**src/rtl/store_flush_controller.sv**
```systemverilog
`default_nettype none
// ============================================================================
//  Module      : store_flush_controller
//  Description : Sequencer that flushes the four 64-bit rows of the store
//                register bank to main data memory once every core has
//                posted its store word. One request/acknowledge handshake is
//                made per row, the cores are stalled for the whole flush and
//                a one-cycle pulse marks completion.
//  Revision    : 1.0 - initial release
// ============================================================================
module store_flush_controller #(
    parameter int              MEM_ADDR_W = 8,
    parameter int              NUM_ROWS   = 4,
    parameter logic [3:0]      ROW_BASE   = 4'b1000
) (
    input  logic                  clk,
    input  logic                  rst_n,
    input  logic                  MEMWR_1,
    input  logic                  MEMWR_2,
    input  logic                  MEMWR_3,
    input  logic                  MEMWR_4,
    input  logic [MEM_ADDR_W-1:0] MEM_BASE_ADDR,
    input  logic                  MEM_ACK,
    output logic                  WRITE_MEM,
    output logic [3:0]            ROW_ADDR,
    output logic                  MEM_WE,
    output logic [MEM_ADDR_W-1:0] MEM_ADDR,
    output logic                  CORE_STALL,
    output logic                  FLUSH_DONE
);

    // Row counter is two bits wide: the bank always has exactly four rows.
    localparam logic [1:0] c_last_row = 2'(NUM_ROWS - 1);

    typedef enum logic [2:0] {
        ST_IDLE    = 3'd0,
        ST_SELECT  = 3'd1,
        ST_WRITE   = 3'd2,
        ST_DONE    = 3'd3,
        ST_RELEASE = 3'd4
    } state_t;

    // Flush trigger: only all four cores ready starts a flush.
    logic w_all_wr;
    assign w_all_wr = MEMWR_1 & MEMWR_2 & MEMWR_3 & MEMWR_4;

    state_t                  state_q,      state_d;
    logic [1:0]              row_q,        row_d;
    logic [MEM_ADDR_W-1:0]   base_q,       base_d;

    logic                    write_mem_q,  write_mem_d;
    logic [3:0]              row_addr_q,   row_addr_d;
    logic                    mem_we_q,     mem_we_d;
    logic [MEM_ADDR_W-1:0]   mem_addr_q,   mem_addr_d;
    logic                    core_stall_q, core_stall_d;
    logic                    flush_done_q, flush_done_d;

    // Next-state logic: row walk with one SELECT cycle and an ack-wait WRITE phase per row.
    always_comb begin
        state_d = state_q;
        row_d   = row_q;
        base_d  = base_q;
        case (state_q)
            ST_IDLE: begin
                if (w_all_wr) begin
                    // Base is captured once; later changes are ignored until the next flush.
                    base_d  = MEM_BASE_ADDR;
                    row_d   = 2'd0;
                    state_d = ST_SELECT;
                end
            end
            ST_SELECT: begin
                // Fixed single cycle so the bank's falling-edge latch can present the row.
                state_d = ST_WRITE;
            end
            ST_WRITE: begin
                if (MEM_ACK) begin
                    if (row_q == c_last_row) begin
                        state_d = ST_DONE;
                    end else begin
                        row_d   = row_q + 2'd1;
                        state_d = ST_SELECT;
                    end
                end
            end
            ST_DONE: begin
                state_d = ST_RELEASE;
            end
            ST_RELEASE: begin
                // Waiting for the trigger to drop prevents a held level from re-flushing.
                if (!w_all_wr) begin
                    state_d = ST_IDLE;
                end
            end
            default: begin
                state_d = ST_IDLE;
            end
        endcase
    end

    // Output decode from the next state, so the registered outputs line up with the state they describe.
    always_comb begin
        write_mem_d  = 1'b0;
        row_addr_d   = 4'b0000;
        mem_we_d     = 1'b0;
        mem_addr_d   = '0;
        core_stall_d = 1'b0;
        flush_done_d = 1'b0;
        case (state_d)
            ST_SELECT: begin
                write_mem_d  = 1'b1;
                row_addr_d   = ROW_BASE + {2'b00, row_d};
                core_stall_d = 1'b1;
            end
            ST_WRITE: begin
                write_mem_d  = 1'b1;
                row_addr_d   = ROW_BASE + {2'b00, row_d};
                mem_we_d     = 1'b1;
                // Address wraps modulo 2^MEM_ADDR_W; the carry out is dropped.
                mem_addr_d   = base_d + {{(MEM_ADDR_W-2){1'b0}}, row_d};
                core_stall_d = 1'b1;
            end
            ST_DONE: begin
                core_stall_d = 1'b1;
                flush_done_d = 1'b1;
            end
            default: begin
                write_mem_d  = 1'b0;
            end
        endcase
    end

    // State, row counter, captured base and Moore outputs; reset aborts any flush in progress.
    always_ff @(posedge clk or negedge rst_n) begin
        if (!rst_n) begin
            state_q      <= ST_IDLE;
            row_q        <= 2'd0;
            base_q       <= '0;
            write_mem_q  <= 1'b0;
            row_addr_q   <= 4'b0000;
            mem_we_q     <= 1'b0;
            mem_addr_q   <= '0;
            core_stall_q <= 1'b0;
            flush_done_q <= 1'b0;
        end else begin
            state_q      <= state_d;
            row_q        <= row_d;
            base_q       <= base_d;
            write_mem_q  <= write_mem_d;
            row_addr_q   <= row_addr_d;
            mem_we_q     <= mem_we_d;
            mem_addr_q   <= mem_addr_d;
            core_stall_q <= core_stall_d;
            flush_done_q <= flush_done_d;
        end
    end

    assign WRITE_MEM  = write_mem_q;
    assign ROW_ADDR   = row_addr_q;
    assign MEM_WE     = mem_we_q;
    assign MEM_ADDR   = mem_addr_q;
    assign CORE_STALL = core_stall_q;
    assign FLUSH_DONE = flush_done_q;

endmodule
`default_nettype wire

```
**config.mk**
```make
export PLATFORM = sky130hd
export DESIGN_NAME = store_flush_controller
export DESIGN_NICKNAME = d
export VERILOG_FILES = /design/src/rtl/store_flush_controller.sv
export SDC_FILE = /design/constraint.sdc
export NUM_CORES = 1
export LEC_CHECK = 0
export BUFFER_PORTS_ARGS = -buffer_cell sky130_fd_sc_hd__clkbuf_2
export CORE_MARGIN = 2
export CORE_UTILIZATION = 40
export CTS_CLUSTER_DIAMETER = 30
export DETAILED_ROUTE_END_ITERATION = 6
export PLACE_DENSITY_LB_ADDON = 0.3
export RECOVER_POWER = 50
export SLEW_MARGIN = 20
export SYNTH_ARGS = -nofsm -noshare
export SYNTH_HDL_FRONTEND = slang
export SYNTH_SLANG_ARGS = --single-unit
```
**constraint.sdc**
```tcl
create_clock -name clk -period 3.2 [get_ports clk]
set_input_delay 0 -clock clk [delete_from_list [all_inputs] [get_ports clk]]
set_output_delay 0 -clock clk [all_outputs]
set_load 0.02 [all_outputs]
```
==> results <==
- The fraction of layout cells with a size suffix above 1 is 20.4%.
- The number of hold buffers added after CTS was 7.
- Summing every instance area after synthesis gives 1350 um2.
- Headroom to the max-slew limit came out at 7.39%.
- Synthesis produced a netlist whose cell count is 132.
- The number of global-route vias before repair came to 992.
- After legalization and detailed placement, the total HPWL measured 1950 um.
- The wire length per cell after detailed routing is 12.6 um.
- At the end of routability-driven placement, the weighted congestion stood at 0.845.
- The worst setup path is launched from a flip-flop.
- The flip-flop cell with the highest count after synthesis is sky130_fd_sc_hd__dfrtp_1.
- The number of search-and-repair iterations in the first detailed-routing pass is 4.
- The final number of max-transition violations is 0.
- Yosys mapped the design onto 43 distinct sky130hd cell types.
- The first global-routing pass estimated 4350 um of wire.
- The detailed router's first-iteration violation count is 27.
- The maximum buffer depth of the clock tree is 2.
- Across the run, the number of max-cap violations was 0.
- The number of antenna diodes in the final layout is 0.
- Clock latency on the worst-skew pair, taken at its later pin, is 0.33 ns.
- The routed via count is 1057.
- The delay of the slowest cell on the worst path is 0.52 ns.
- The critical path arrival is 3.08 ns.
- The kind of cell adding the most delay to the critical path is simple AND/OR/NAND/NOR gates.
- The library cells used most frequently in the layout, excluding fill and tap cells, are sky130_fd_sc_hd__dfrtp_1 (27), sky130_fd_sc_hd__clkbuf_2 (21), sky130_fd_sc_hd__nand2_1 (10).
- Together, buffers and inverters on the worst path number 1.
- The total number of H-tree levels is 1.
- Setup repair after global routing left no endpoint under its margin.
- The cell at the slowest stage of the critical path is sky130_fd_sc_hd__dfrtp_1.
- The timing startpoint of the critical path is state_q[1].
- The smallest clock period supported by the final layout is computed as 2.82 ns.
- The worst clock skew is 0.0110 ns.
- Synthesis produced a netlist with a net count of 150.
- The post-route DRC violation count is 0.
- The clock edge transition at the registers on the reported setup and hold paths is 0.15 ns.
- The post-synthesis to final-layout area growth is 19.0%.
- The register bit total from synthesis is 27.
- The area taken by flip-flops and latches is 676 um2.
- The region available for standard cell placement spans 3280 um2.
- After detailed routing, the number of vias per cell comes to 4.96.
- The count of final hold-check violations is 0.
- The number of gates resized after CTS was 0.
- For this design the top-level I/O count stands at 31.
- The number of port buffers is 29.
- The clock tree root driver cell is sky130_fd_sc_hd__clkbuf_4.
- The flow ran to the end, and the final reports show no timing, DRC or antenna violations.
- Once the floorplan was initialized, standard cells occupied 41.1% of the core.
- Along the worst path, the maximum fanout reaches 13.
- The area taken by multi-input logic gates is 604 um2.
- Walking the worst path, the cells encountered are nor3_1, nand2_1, mux2_2, ha_1, inv_1, fa_1, nand3b_1, xnor2_1, nor2_1, a211oi_1.
- The setup TNS is 0 ns.
- The total detailed-routing wirelength is 2670 um.
- The required time of the critical path is 3.45 ns.
- For this run, the number of Yosys warnings is 0.
- The chip width is 62.1 um.
- Setup violations remaining at the end of the flow were counted as 0.
- The area enclosed by the die boundary is 3860 um2.
- The tightest min-delay check is of the input pin to flip-flop type.
- The number of clock sinks seen by CTS is 27.
- The critical path class is flip-flop to flip-flop.
- The capturing element type of the critical path is a flip-flop.
- The top achievable clock speed is 354 MHz.
- Global routing used 15.5% of the available tracks.
- The number of buffers added for setup after CTS is 0.
- In this run the power density over the cells is 791 nW/um2.
- Row generation in the floorplan step produced 21 rows.
- The maximum ir drop on the vdd rail is 0.211 mV.
- The number of antenna violations at the first check in global routing was 0.
- The analysis attributes to cell leakage a power of 0.760 nW.
- In this run, synthesis inferred 0 flip-flops with an integrated enable.
- The start of the worst register-to-register path is state_q[1].
- The share of flip-flops with an asynchronous set or reset is 100%.
- At the pin with the least slew margin, the transition time is 1.39 ns.
- The final cycle utilization of the critical path is 88.2%.
- The pin count of the biggest net entering global routing is 28.
- The commonest non-fill, non-tap cell in the layout is sky130_fd_sc_hd__dfrtp_1.
- The final-stage net count is 186.
- The mean area per synthesized cell is 10.2 um2.
- The startpoint identified for the worst hold timing path is MEM_BASE_ADDR[2].
- TritonCTS built the clock tree.
- After global routing the overflow that remains totals 0.
- The final core utilization is 48.9%.
- In this run the remaining antenna-violating nets after routing total 0.
- The die extent in y is 62.1 um.
- The sequential share of the synthesized area is 50.0%.
- The number of buffers created by CTS is 3.
- The fill cell instance count of the final layout is 312.
[power breakdown]
part / leakage, nW / total, mW / internal [mW] / switching [mW]
clock network: 0.0150 / 0.148 / 0.0489 / 0.0995
registers: 0.353 / 0.552 / 0.464 / 0.0874
logic: 0.392 / 0.570 / 0.238 / 0.332
total: 0.760 / 1.27 / 0.751 / 0.519
[metrics by stage]
| step | cells | setup slack, ns | total power [mW] | instance area (um2) | hold slack (ns) |
|---|---|---|---|---|---|
| finish | 213 | 0.376 | 1.27 | 1610 | 0.0107 |
| global route | 213 | 0.146 | 1.38 | 1610 | 0.0462 |
| CTS | 213 | 0.361 | 1.29 | 1620 | 0.000462 |
| detailed placement | 202 | 0.386 | 1.13 | 1520 | 0.0637 |
| global placement | 202 | 0.502 | 1.12 | 1520 | 0.0557 |
| floorplan | 132 | 0.516 | 0.971 | 1350 | -0.296 |
[Yosys cell counts (all sizes together) (2+ instances only)]
cell | count | area, um2
a21oi | 5 | 25.0
o21ai | 7 | 35.0
a211oi | 4 | 30.0
a21boi | 2 | 15.0
nand3b | 2 | 15.0
nor2 | 7 | 26.3
dfrtp | 27 | 676
buf | 5 | 36.3
a31o | 2 | 17.5
nand2 | 10 | 37.5
mux2i | 2 | 20.0
o21a | 2 | 15.0
or3 | 2 | 12.5
nand3 | 5 | 25.0
nand4 | 4 | 25.0
nor3b | 2 | 15.0
nor3 | 5 | 25.0
nand2b | 2 | 12.5
ha | 2 | 25.0
and2 | 2 | 12.5
mux2 | 4 | 45.0
inv | 8 | 30.0
a21o | 2 | 16.3
xnor2 | 4 | 35.0
[flip-flops by register name (all words and copies together) (netlist names)]
register,cells
MEM_ADDR,8
ROW_ADDR,3
CORE_STALL,1
state_q,3
FLUSH_DONE,1
base_q,8
row_q,2
MEM_WE,1
[routing by layer]
| metal | track usage (%) | routed length, um |
|---|---|---|
| met3 | 2.28 | 95 |
| met4 | 6.38 | 17 |
| met1 | 20.3 | 1240 |
| met5 | 0 | 0 |
| met2 | 25.4 | 1320 |
[final cells by class]
type / count / share of cell area [%]
sequential: 27 / 42.1
tap: 46 / 3.58
multi-input combinational: 91 / 37.6
timing repair buffer: 37 / 13.2
clock buffer: 4 / 1.64
inverter: 8 / 1.87
[worst reg2reg max path, cell delays in order, from the launching register on]
cell                       delay [ns]
sky130_fd_sc_hd__dfrtp_1         0.52
sky130_fd_sc_hd__nor3_1          0.29
sky130_fd_sc_hd__nand2_1         0.30
sky130_fd_sc_hd__mux2_2          0.34
sky130_fd_sc_hd__ha_1            0.17
sky130_fd_sc_hd__inv_1           0.06
sky130_fd_sc_hd__fa_1            0.46
sky130_fd_sc_hd__nand3b_1        0.21
sky130_fd_sc_hd__xnor2_1         0.14
sky130_fd_sc_hd__nor2_1          0.05
sky130_fd_sc_hd__a211oi_1        0.22
[cell families (layout without fill, tap and decap cells)]
logic type,count (synthesis),after routing,share of synthesized area [%]
xor+xnor,4,4,2.59
other cells,1,1,0.278
compound gates,28,28,14.0
buf+inv,14,49,5.19
flops,27,27,50.0
simple gates,49,49,19.7
mux,6,6,4.82
fa+ha+maj,3,3,3.34
[worst paths after layout]
check                                   end  slack, ns  cells past startpoint
worst max-delay path            MEM_ADDR[4]       0.38                     10
worst min-delay path              base_q[2]       0.01                      3
worst max register to register  MEM_ADDR[4]       0.38                     10
worst min register to register    base_q[0]       0.54                      1
max in group asynchronous        state_q[1]       1.89                      2
min in group asynchronous       MEM_ADDR[6]       0.49                      2
Power figures use the tool's default switching activity.
